## src/rtl/counter_pkg.sv

```systemverilog
// Shared defaults and the count type for the free-running up-counter family.
package counter_pkg;

  localparam int unsigned COUNT_WIDTH       = 4;
  localparam int unsigned COUNT_RESET_VALUE = 0;
  localparam int unsigned COUNT_STEP        = 1;

  typedef logic [COUNT_WIDTH-1:0] count_t;

  // True when value is representable in width bits (width 1..32).
  function automatic bit fits_width(input int unsigned value, input int unsigned width);
    return (width >= 32) || (64'(value) < (64'd1 << width));
  endfunction

endpackage

```

## src/rtl/counter_next.sv

```systemverilog
// Pure combinational next-state function: reset wins, otherwise add STEP modulo 2^WIDTH.
module counter_next
  import counter_pkg::*;
#(
  parameter int unsigned WIDTH       = COUNT_WIDTH,
  parameter int unsigned RESET_VALUE = COUNT_RESET_VALUE,
  parameter int unsigned STEP        = COUNT_STEP
) (
  input  logic [WIDTH-1:0] cnt,
  input  logic             RES,
  output logic [WIDTH-1:0] nxt
);

  localparam logic [WIDTH-1:0] RST_V  = WIDTH'(RESET_VALUE);
  // Truncating STEP to WIDTH+1 bits keeps the sum congruent modulo 2^WIDTH.
  localparam logic [WIDTH:0]   STEP_V = (WIDTH+1)'(STEP);

  logic [WIDTH:0] sum;

  always_comb begin
    sum = {1'b0, cnt} + STEP_V;
    nxt = sum[WIDTH-1:0];
    if (RES) begin
      nxt = RST_V;
    end
  end

endmodule

```

## src/rtl/up_counter4.sv

```systemverilog
// Free-running synchronous up-counter; Q is the count register with no input-to-output path.
module up_counter4
  import counter_pkg::*;
#(
  parameter int unsigned WIDTH       = COUNT_WIDTH,
  parameter int unsigned RESET_VALUE = COUNT_RESET_VALUE,
  parameter int unsigned STEP        = COUNT_STEP
) (
  input  logic             CLK,
  input  logic             RES,
  output logic [WIDTH-1:0] Q
);

  if ((WIDTH < 1) || (WIDTH > 32)) begin : g_bad_width
    $error("up_counter4: WIDTH must be in 1..32");
  end
  if (!fits_width(RESET_VALUE, WIDTH)) begin : g_bad_reset
    $error("up_counter4: RESET_VALUE does not fit in WIDTH bits");
  end
  if (STEP < 1) begin : g_bad_step
    $error("up_counter4: STEP must be at least 1");
  end

  // Declaration initialiser gives the power-up value without needing a reset.
  logic [WIDTH-1:0] cnt_q = WIDTH'(RESET_VALUE);
  logic [WIDTH-1:0] cnt_d;

  counter_next #(
    .WIDTH       (WIDTH),
    .RESET_VALUE (RESET_VALUE),
    .STEP        (STEP)
  ) u_next (
    .cnt (cnt_q),
    .RES (RES),
    .nxt (cnt_d)
  );

  always_ff @(posedge CLK) begin
    cnt_q <= cnt_d;
  end

  assign Q = cnt_q;

  a_res_known : assert property (@(posedge CLK) !$isunknown(RES));

endmodule

```

## config.mk

```make
export PLATFORM = sky130hd
export DESIGN_NAME = up_counter4
export DESIGN_NICKNAME = d
export VERILOG_FILES = /design/src/rtl/counter_pkg.sv /design/src/rtl/counter_next.sv /design/src/rtl/up_counter4.sv
export SDC_FILE = /design/constraint.sdc
export NUM_CORES = 1
export LEC_CHECK = 0
export ABC_AREA = 1
export CAP_MARGIN = 20
export CELL_PAD_IN_SITES_DETAIL_PLACEMENT = 1
export CELL_PAD_IN_SITES_GLOBAL_PLACEMENT = 2
export CORE_AREA = 2 2 39 41
export CTS_CLUSTER_SIZE = 30
export DETAILED_ROUTE_END_ITERATION = 10
export DIE_AREA = 0 0 41 43
export PLACE_DENSITY_LB_ADDON = 0.05
export SYNTH_ARGS = -nofsm -noshare
export SYNTH_HDL_FRONTEND = slang
export SYNTH_SLANG_ARGS = --single-unit
```

## constraint.sdc

```tcl
create_clock -name CLK -period 0.85 [get_ports CLK]
set_input_delay 0.17 -clock CLK [delete_from_list [all_inputs] [get_ports CLK]]
set_output_delay 0.17 -clock CLK [all_outputs]
set_load 0.005 [all_outputs]
```

-- Word-level counts from Yosys, hierarchy flattened
Cells that the tools add are included.
- output and inout port bits: 4
- register bits after elaboration: 4
- input port bits: 2
- logic and storage cells: 2
- $add $sub $neg: 1
- operators by type and width (kind ; count):
    $add 4x1->4 const B ; 1

-- Logic depth before layout (Yosys ltp)
Gate-level depths: netlist of run 1.
- word-level depth: 1
- mapped depth: 4
- depth with buffers taken out: 4

-- Cells and area by module
From an unflattened synthesis of run 1, not the netlist that was laid out.
- cells, all modules: 17
- area total of the unflattened synthesis: 146.4 µm²
- by module, submodules not included (module ; seq. area each (µm²) ; cells each ; area each (µm²) ; times used):
    up_counter4 ; 80.1 ; 4 ; 80.1 ; 1
    counter_next ; 0.0 ; 13 ; 66.3 ; 1

-- Worst setup path before layout of run 1
No wires, ideal clock.
- path kind: register -> register
- from: register cnt_q[0] (netlist: Q[0])
- to: register cnt_q[2] (netlist: Q[2])
- required time: 0.735 ns
- cell stages (with the launch flop): 4
- arrival time: 0.706 ns
- path buffers: 0
- library setup time: 0.115 ns
- slack: 0.029 ns
- period minus slack after synthesis: 0.821 ns
- cell sequence: dfxtp_1 -> ha_1 -> xnor2_1 -> nor2_1
- longest elaborated chain between the ends: 1
- RTL lines (element ; line ; source):
    from (decl) ; up_counter4.sv:25 ; logic [WIDTH-1:0] cnt_q = WIDTH'(RESET_VALUE);
    from (signal assigned) ; up_counter4.sv:39 ; cnt_q <= cnt_d;
    $add 4x1->4 ; counter_next.sv:21 ; sum = {1'b0, cnt} + STEP_V;
Every way passes these cells.
A chain may end at the register's enable or synchronous reset.

-- Worst setup path in the final report of run 1
Ends and elaborated chain as after synthesis.

==> results.txt, run 1 <==
----------------------------------------------------
[Clocking]
  TritonCTS clock tree ... done
  Number of sinks handled by clock tree synthesis ... 4
  Worst-path clk slew ... 0.04 ns
  Deepest clock path buffer count ... 2
  Clock Root Buffer ... clkbuf_4
  Maximum level of the CTS H-tree ... 1
  CTS Buf Count ... 3
  Number of hold buffers added after CTS ... 0
  Worst-Skew Late Latency ... 0.24 ns

[Routing]
  Number of violations reported at the end of detailed-routing iteration 0 ... 1
  Remaining routing DRC violations ... 0
  ANT nets after route ... 0
  Vias ... 148
  Via density per instance ... 3.36
  Routed WL per cell ... 8.11 um
  Detailed-router iteration count before antenna repair ... 2
  Routed WL ... 357 um

[Global route]
  Number of global-route vias before repair ... 163
  Initial antenna violation count ... 0
  Global routing usage summed across all routing layers ... 6.92%
  First-pass GRT wire length ... 683 um
  Total congestion overflow after global routing ... 0
  Largest net degree at the start of global routing ... 5

[Critical path]
  Worst path required time ... 0.97 ns
  Largest delay share family, worst path ... flip-flops
  Startpoint types ... flip-flop
  R2r setup slk ... -0.01 ns
  Kind of capture point of the worst setup path ... flip-flop
  Critical Path Max Stage Delay ... 0.31 ns
  Critical path start-end classification ... reg -> reg
  Slowest CP cell ... dfxtp_2
  Highest net fanout along the worst path ... 3
  Worst EP arrival ... 0.98 ns
  Ordered list of cells on the worst path ... buf_6 -> ha_4 -> xnor2_2 -> nor2_1
  Total buffers and inverters traversed by the critical path ... 1

[Final layout]
  Antenna fix cells ... 0
  Most frequent standard cell in the layout excluding fill and tap cells ... nor2_1
  Finished Cell Area ... 272 sq um
  Number of nets in the layout ... 33
  Relative area change from synthesis to final layout ... 88.7%
  Number of flip-flops in the largest register ... 4
  Most frequent cells in the layout ... nor2_1 (5), dfxtp_2 (4), buf_2 (4)
  Fill cell count ... 163
  Fraction of final layout cells sized beyond drive strength 1 ... 60.7%

[Timing]
  Setup TNS ... -0.0129 ns
  Fin crit period ... 0.861 ns
  Max-slew headroom ... 89.8%
  Period Utilization, post-route ... 101%
  Max Transition Viols Final ... 0
  Timing-limited maximum frequency ... 1160 MHz
  Number of setup violations in the final report ... 2
  Fin worst setup slack ... -0.0111 ns
  Unrepaired setup endpoints after global routing ... yes
  Worst clock skew ... 0.00247 ns
  Hold violation total from the final report ... 0
  Worst Tran Pin Value ... 0.152 ns

[Power]
  Final total power ... 538 uW
  Pwr per Cell Area ... 1980 nW/um^2
  Maximum vdd drop ... 0.337 mV
  Leakage power ... 0.000128 uW

[Place]
  Worst setup slack after placement ... -0.148 ns
  Weighted congestion at the end of routability-driven global placement ... 0.591
  I/O Buffers ... 5
  Placement Cell Area ... 236 sq um

[Floorplanning]
  Core area ... 1380 sq um
  Initial cell density of the core ... 10.4%
  Count of standard-cell rows ... 14
  Floorplan die area ... 1760 sq um
  Width of the die ... 41 um
  Count of pins on the block boundary ... 6
  Die outline height ... 43 um

[Logic synthesis]
  Number of register bits inferred by synthesis ... 4
  Syn_area_per_cell ... 8.46 sq um
  Number of nets produced by synthesis ... 20
  Combined area of all synthesized cells ... 144 sq um
  Count of mapped cells out of synthesis ... 17
  Count of warnings emitted by yosys ... 0
  Sequential element share of the synthesized area ... 55.7%
  Synth unique cells ... 7

[Min path]
  Type of the worst min-delay path ... reg -> reg

[Status]
  Outcome ... finished with violations
  Violated checks ... negative setup slack

[Run]
  Max-cap violation count ... 0

----------------------------------------------------
==> metrics by stage <==
stage	hold WS, ns	utilization, %	std cells
floorplan	0.237	-	17
global placement	0.503	17.1	41
detailed placement	0.517	17.1	41
CTS	0.503	19.6	44
global route	0.520	19.6	44
finish	0.502	19.6	44
==> path summary, 6_finish.rpt <==
path                            start    to  depth (start not counted)
worst max-delay path             Q[0]  Q[2]                          4
worst min-delay path             Q[0]  Q[0]                          2
worst max register to register   Q[0]  Q[2]                          4
worst min register to register   Q[0]  Q[0]                          2
==> worst register-to-register path, delay by kind of cell, from the launching register on <==
family	cells	cell delay, ns
flip-flops	1	0.31
adder cells (fa/ha/maj)	1	0.15
AND/OR/NAND/NOR	1	0.05
XOR/XNOR	1	0.11
buffers and inverters	1	0.12
==> final cells by class <==
type / instances / area (sq um) / area share (%)
flip-flops and latches: 4 / 85.1 / 31.3
multi-input cells: 10 / 72.6 / 26.7
repair buffers: 8 / 60.1 / 22.1
clock buffers: 3 / 22.5 / 8.29
well taps: 16 / 20.0 / 7.37
inverters: 3 / 11.3 / 4.15
==> power by group <==
part / switching [uW] / internal, uW / leakage [uW] / total (uW)
logic: 33.7 / 51.7 / 0.0000798 / 85.4
clock network: 83.9 / 158 / 0.0000138 / 242
registers: 6.87 / 203 / 0.0000343 / 210
==> cells by family (layout without fill, tap and decap cells) <==
| family | after synthesis | after routing | synth area share, % |
|---|---|---|---|
| xor+xnor | 1 | 1 | 6.09 |
| fa+ha+maj | 1 | 1 | 8.69 |
| buf+inv | 3 | 14 | 7.83 |
| flops | 4 | 4 | 55.7 |
| simple gates | 8 | 8 | 21.7 |
==> synthesized netlist by cell type <==
master	n	share of area [%]
nor2_1	5	13
dfxtp_1	4	56
inv_1	3	7.8
nand2_1	2	5.2
ha_1	1	8.7
nand3_1	1	3.5
xnor2_1	1	6.1
==> per-layer routing <==
metal / share of wire [%] / up-vias / track usage (%)
met5: 0 / - / 0
met4: 0 / 0 / 10.0
met3: 6.2 / 0 / 4.71
met2: 53 / 3 / 7.81
met1: 41 / 72 / 6.41
li1: - / 73 / -
==> timing repair <==
item | 4_1_cts | 5_1_grt
gates resized for setup | 25 | 1
buffers inserted | 0 | 0
endpoints found under the setup margin | 6 | 7
pin swaps | 3 | 1
No activity file was read; power rests on OpenSTA's default activity.
==> inputs of run 2 (changes only) <==
--- a/config.mk
+++ b/config.mk
@@ -10,6 +10,7 @@
 export CELL_PAD_IN_SITES_DETAIL_PLACEMENT = 1
 export CELL_PAD_IN_SITES_GLOBAL_PLACEMENT = 2
 export CORE_AREA = 2 2 39 41
+export CTS_BUF_LIST = sky130_fd_sc_hd__clkbuf_4 sky130_fd_sc_hd__clkbuf_8
 export CTS_CLUSTER_SIZE = 30
 export DETAILED_ROUTE_END_ITERATION = 10
 export DIE_AREA = 0 0 41 43
==> results of run 2 <==
The final DEF is identical to that of run 1; final timing and power are the same.
==> inputs of run 3 (changes only) <==
--- a/config.mk
+++ b/config.mk
@@ -7,8 +7,6 @@
 export LEC_CHECK = 0
 export ABC_AREA = 1
 export CAP_MARGIN = 20
-export CELL_PAD_IN_SITES_DETAIL_PLACEMENT = 1
-export CELL_PAD_IN_SITES_GLOBAL_PLACEMENT = 2
 export CORE_AREA = 2 2 39 41
 export CTS_BUF_LIST = sky130_fd_sc_hd__clkbuf_4 sky130_fd_sc_hd__clkbuf_8
 export CTS_CLUSTER_SIZE = 30
==> run 3 against run 2 <==
  * The flow still finishes with violations (negative setup slack)
  * Hold slack lost 0.0027 ns
  * Combinational power shrank 3.0%
  * Design area grew 2.3%
  * Fmax shrank 1.4%
  * Critical path depth is the same
  * Flip-flop and latch count is the same
  * Final cell count is the same
  * Utilization grew 0.45 points
  * Sequential share of layout area shrank 0.71 points
  * Die area is the same
  * Critical path type unchanged
==> results.txt, run 3 (synthesis results as in run 1) <==
----------------------------------------------------
[Run]
  Max-cap violation count ... 0 (unchanged)

[Global route]
  Largest net degree at the start of global routing ... 5 (unchanged)
  Total congestion overflow after global routing ... 0 (unchanged)
  Global routing usage summed across all routing layers ... 6.11% (-0.81 points)
  Initial antenna violation count ... 0 (unchanged)
  First-pass GRT wire length ... 600 um (-12%)
  Number of global-route vias before repair ... 156 (-4.3%)

[Power]
  Leakage power ... 0.000130 uW (+1.3%)
  Pwr per Cell Area ... 1890 nW/um^2 (-4.6%)
  Maximum vdd drop ... 0.748 mV (+120%)

[Routing]
  Number of violations reported at the end of detailed-routing iteration 0 ... 1 (unchanged)
  ANT nets after route ... 0 (unchanged)
  Routed WL per cell ... 7.50 um (-7.6%)
  Via density per instance ... 3.36 (unchanged)
  Routed WL ... 330 um (-7.6%)
  Remaining routing DRC violations ... 0 (unchanged)
  Vias ... 148 (unchanged)
  Detailed-router iteration count before antenna repair ... 2 (unchanged)

[Timing]
  Hold violation total from the final report ... 0 (unchanged)
  Period Utilization, post-route ... 103% (+1.4 points)
  Max-slew headroom ... 90.3% (+0.51 points)
  Fin crit period ... 0.873 ns (+0.0120 ns)
  Worst-case hold slack ... 0.499 ns (-0.00271 ns)
  Unrepaired setup endpoints after global routing ... yes
  Max Transition Viols Final ... 0 (unchanged)
  Worst Tran Pin Value ... 0.145 ns (-0.00766 ns)
  Number of setup violations in the final report ... 1 (-1)
  Worst clock skew ... 0.00111 ns (-0.00136 ns)
  Timing-limited maximum frequency ... 1150 MHz (-1.4%)
  Fin worst setup slack ... -0.0231 ns (-0.0120 ns)

[Final layout]
  Antenna fix cells ... 0 (unchanged)
  Share of the core filled with cells ... 20.1% (+0.45 points)
  Area of the multi-input gates ... 72.6 sq um (unchanged)
  Fraction of final layout cells sized beyond drive strength 1 ... 57.1% (-3.6 points)
  Relative area change from synthesis to final layout ... 93.0%
  Fill cell count ... 159 (-2.5%)
  Most frequent standard cell in the layout excluding fill and tap cells ... nor2_1
  Number of nets in the layout ... 33 (unchanged)
  Total area of sequential cells ... 85.1 sq um (unchanged)
  Most frequent cells in the layout ... nor2_1 (5), dfxtp_2 (4)
  Number of flip-flops in the largest register ... 4 (unchanged)

[Floorplanning]
  Core area ... 1380 sq um (unchanged)
  Initial cell density of the core ... 10.4% (unchanged)
  Count of pins on the block boundary ... 6 (unchanged)
  Floorplan die area ... 1760 sq um (unchanged)
  Count of standard-cell rows ... 14 (unchanged)
  Width of the die ... 41 um (unchanged)
  Die outline height ... 43 um (unchanged)

[Critical path]
  Ordered list of cells on the worst path ... buf_6 -> ha_4 -> xnor2_2 -> nor2_1
  Highest net fanout along the worst path ... 3 (unchanged)
  Critical Path Max Stage Delay ... 0.31 ns (about the same)
  Worst EP arrival ... 0.99 ns (about the same)
  Startpoint types ... flip-flop
  Kind of capture point of the worst setup path ... flip-flop
  Slowest CP cell ... dfxtp_2
  Worst path required time ... 0.97 ns (about the same)
  Critical path start-end classification ... reg -> reg

[Clocking]
  Maximum level of the CTS H-tree ... 1 (unchanged)
  Number of hold buffers added after CTS ... 0 (unchanged)
  Worst-path clk slew ... 0.04 ns (about the same)
  CTS Buf Count ... 3 (unchanged)
  Number of sinks handled by clock tree synthesis ... 4 (unchanged)
  Deepest clock path buffer count ... 2 (unchanged)
  TritonCTS clock tree ... done
  Worst-Skew Late Latency ... 0.23 ns (about the same)
  Number of setup buffers added after CTS ... 0 (unchanged)
  Clock Root Buffer ... clkbuf_4

[Status]
  Violated checks ... negative setup slack
  Outcome ... finished with violations

[Place]
  Weighted congestion at the end of routability-driven global placement ... 0.656 (+11%)
  I/O Buffers ... 5 (unchanged)

[Min path]
  Type of the worst min-delay path ... reg -> reg

----------------------------------------------------
==> run 3: per-stage QoR <==
step	power (uW)	std cells	setup WS, ns	setup TNS, ns	area, sq um
after floorplan	232	17	0.0290	0	144
after CTS	537	44	-0.0191	-0.0191	272
final	525	44	-0.0231	-0.0231	278
after global routing	564	44	-0.0652	-0.193	278
after global placement	283	41	-0.132	-0.825	236
after detailed placement	282	41	-0.133	-0.829	236
==> run 3: path summary, 6_finish.rpt <==
path              depth (start not counted)   end  startpoint  slack (ns)
setup / recovery                          4  Q[2]        Q[0]       -0.02
hold / removal                            2  Q[0]        Q[0]        0.50
setup reg to reg                          4  Q[2]        Q[0]       -0.02
hold reg to reg                           2  Q[0]        Q[0]        0.50
==> run 3: area by class of cell <==
type	instances	share of cell area (%)
Clock buffer	3	8.11
Multi-Input combinational cell	10	26.1
Timing Repair Buffer	8	23.9
Sequential cell	4	30.6
Tap cell	16	7.21
Inverter	3	4.05
==> run 3: worst max-delay path: cells and delay by family (launching register included) <==
family | cells | cell delay, ns
xor gates and xnor gates | 1 | 0.13
adders and majority gates | 1 | 0.15
buffers and inverters | 1 | 0.12
DFF | 1 | 0.31
and+or+nand+nor | 1 | 0.06
==> run 3: repair_timing <==
action	4_1_cts	5_1_grt
resized for setup	25	1
endpoints found under the setup margin	6	6
pin swaps	3	0
hold endpoints to repair	0	0
==> run 3: metal layers <==
layer / global-route usage (%) / wire, um / up-vias
met5: 0 / 0 / -
met4: 4.00 / 0 / 0
met3: 7.85 / 47 / 0
met2: 7.50 / 159 / 7
met1: 5.11 / 123 / 68
li1: - / - / 73
==> run 3: report_power, final <==
group	total, uW	internal (uW)	leakage, uW	switching [uW]
logic	82.8	50.9	0.0000815	31.9
clock network	232	158	0.0000138	73.9
registers	211	204	0.0000343	7.03
==> patch: new RTL, flow settings as in run 1 <==
Change the package constant `COUNT_WIDTH` from 4 to 5.
--- a/src/rtl/counter_pkg.sv
+++ b/src/rtl/counter_pkg.sv
@@ -2,5 +2,5 @@
 package counter_pkg;
 
-  localparam int unsigned COUNT_WIDTH       = 4;
+  localparam int unsigned COUNT_WIDTH       = 5;
   localparam int unsigned COUNT_RESET_VALUE = 0;
   localparam int unsigned COUNT_STEP        = 1;
Interface: changed (resized Q); port bits go from 6 to 7. No check against the original RTL was run, so the function may have changed too.
==> patch against run 1 <==
The flow still finishes with violations (negative setup slack); final cell count is 32% higher; design area is 40% higher; total power is 22% higher; sequential cell count grew 1; routed wire length rose by 57%; worst setup slack worse by 0.043 ns; area after synthesis rose by 37%; core utilization rose by 7.9 points; critical path type unchanged; largest power group unchanged; highest routed layer unchanged.
==> patch: results (changes against run 1) <==
* Count of cell types in the netlist at 10 (+3)
* WL met1 at 231 um (+59%)
* Dpl cell area at 335 um2 (+42%)
* Syn Inst Count at 24 (+7)
* Leak at 0.000181 uW (+42%)
* Post-cts resize count at 27 (+8.0%)
* DR iter-0 viols at 2 (+1)
* Largest register FFs at 5 (+1)
* Critical Path AT at 1.04 ns (+0.06 ns)
* Pwr/cell area at 1720 nW/um2 (-13%)
* Synth top area cells: dfxtp_1 (51%), nor2_1 (9.5%), inv_1 (7.6%)
* Fin Setup TNS at -0.133 ns (-0.120 ns)
* Final setup vio count at 4 (+2)
* Pre-CTS setup slack at -0.141 ns (+0.00702 ns)
* Wire per inst at 9.67 um (+19%)
* Placed cells at 53 (+29%)
* Min-Delay Path Class: in2reg
* DP HPWL at 397 um
* Seq/Total Area, Yosys at 50.6% (-5.0 points)
* Worst path max stage delay at 0.33 ns (+0.02 ns)
* Clock group at 286 uW (+18%)
* P_sw at 159 uW (+28%)
* Post-CTS Setup Repair Bufs at 1 (+1)
* Layout cells sized above 1 at 61.9% (+1.2 points)
* Status: complete, but fails checks
* VDD IR-drop max at 780 uV (+130%)
* GP Congestion at 0.566 (-4.3%)
* Failing checks: negative setup slack
* GR Util All Layers at 8.63% (+1.7 points)
* Total number of vias at 211 (+43%)
* Nets at 46 (+39%)
* GR Util met1 at 10.9% (+4.5 points)
* Final WS setup at -0.0538 ns (-0.0427 ns)
* Syn nets at 27 (+35%)
* Total sequential power at 258 uW (+23%)
* Rel. slew slack at 91.4% (+1.6 points)
* Cell family with most CP delay: flip-flops
* First-pass GRT wire length at 972 um (+42%)
* Ys Warns at 0 (unchanged)
* WL met2 at 288 um (+52%)
* FILL cells at 170 (+4.3%)
* Buffers on Ports at 6 (+1)
* Clk root buf: clkbuf_4
* First drt pass iteration count at 3 (+1)
* Drt total wl at 561 um (+57%)
* Met3 Usage GRT at 3.66% (-1.0 points)
* Final setup skew at 0.00339 ns (+0.000918 ns)
* Vias in the first global route at 225 (+38%)
* Antenna violations before repair at 0 (unchanged)
* Tot Pwr at 656 uW (+22%)
* Wire length on met3 at 41 um (+86%)
* GRT met2 Usage at 11.3% (+3.4 points)
* Synth top cells by count: dfxtp_1 (5), nor2_1 (5), inv_1 (4), nand2_1 (4)
-- patch: cell count changes after synthesis --
cell,delta
dfxtp_1,+1
inv_1,+1
nand2_1,+2
nand3_2,+1
nand4_1,+1
nor2_2,+1
-- patch: cells by family (layout without fill, tap and decap cells) --
logic type,Yosys count,count (layout),synth area share (%)
xor gates and xnor gates,1,1,4.43
DFF,5,5,50.6
and+or+nand+nor,13,13,31.0
buffers and inverters,4,22,7.59
adders and majority gates,1,1,6.33
-- patch: worst paths after layout --
path / from / endpoint / slack [ns] / cells after the start
worst max-delay path: Q[0] / Q[2] / -0.05 / 4
worst min-delay path: RES / Q[3] / 0.57 / 4
worst max register to register: Q[0] / Q[2] / -0.05 / 4
worst min register to register: Q[0] / Q[0] / 0.61 / 3
-- patch: final cells by class --
type / instances / share of cell area, %
clock buffers: 4 / 6.91
inverters: 4 / 3.95
multi-input cells: 15 / 26.3
flip-flops and latches: 5 / 28.0
well taps: 16 / 5.26
repair buffers: 14 / 29.6
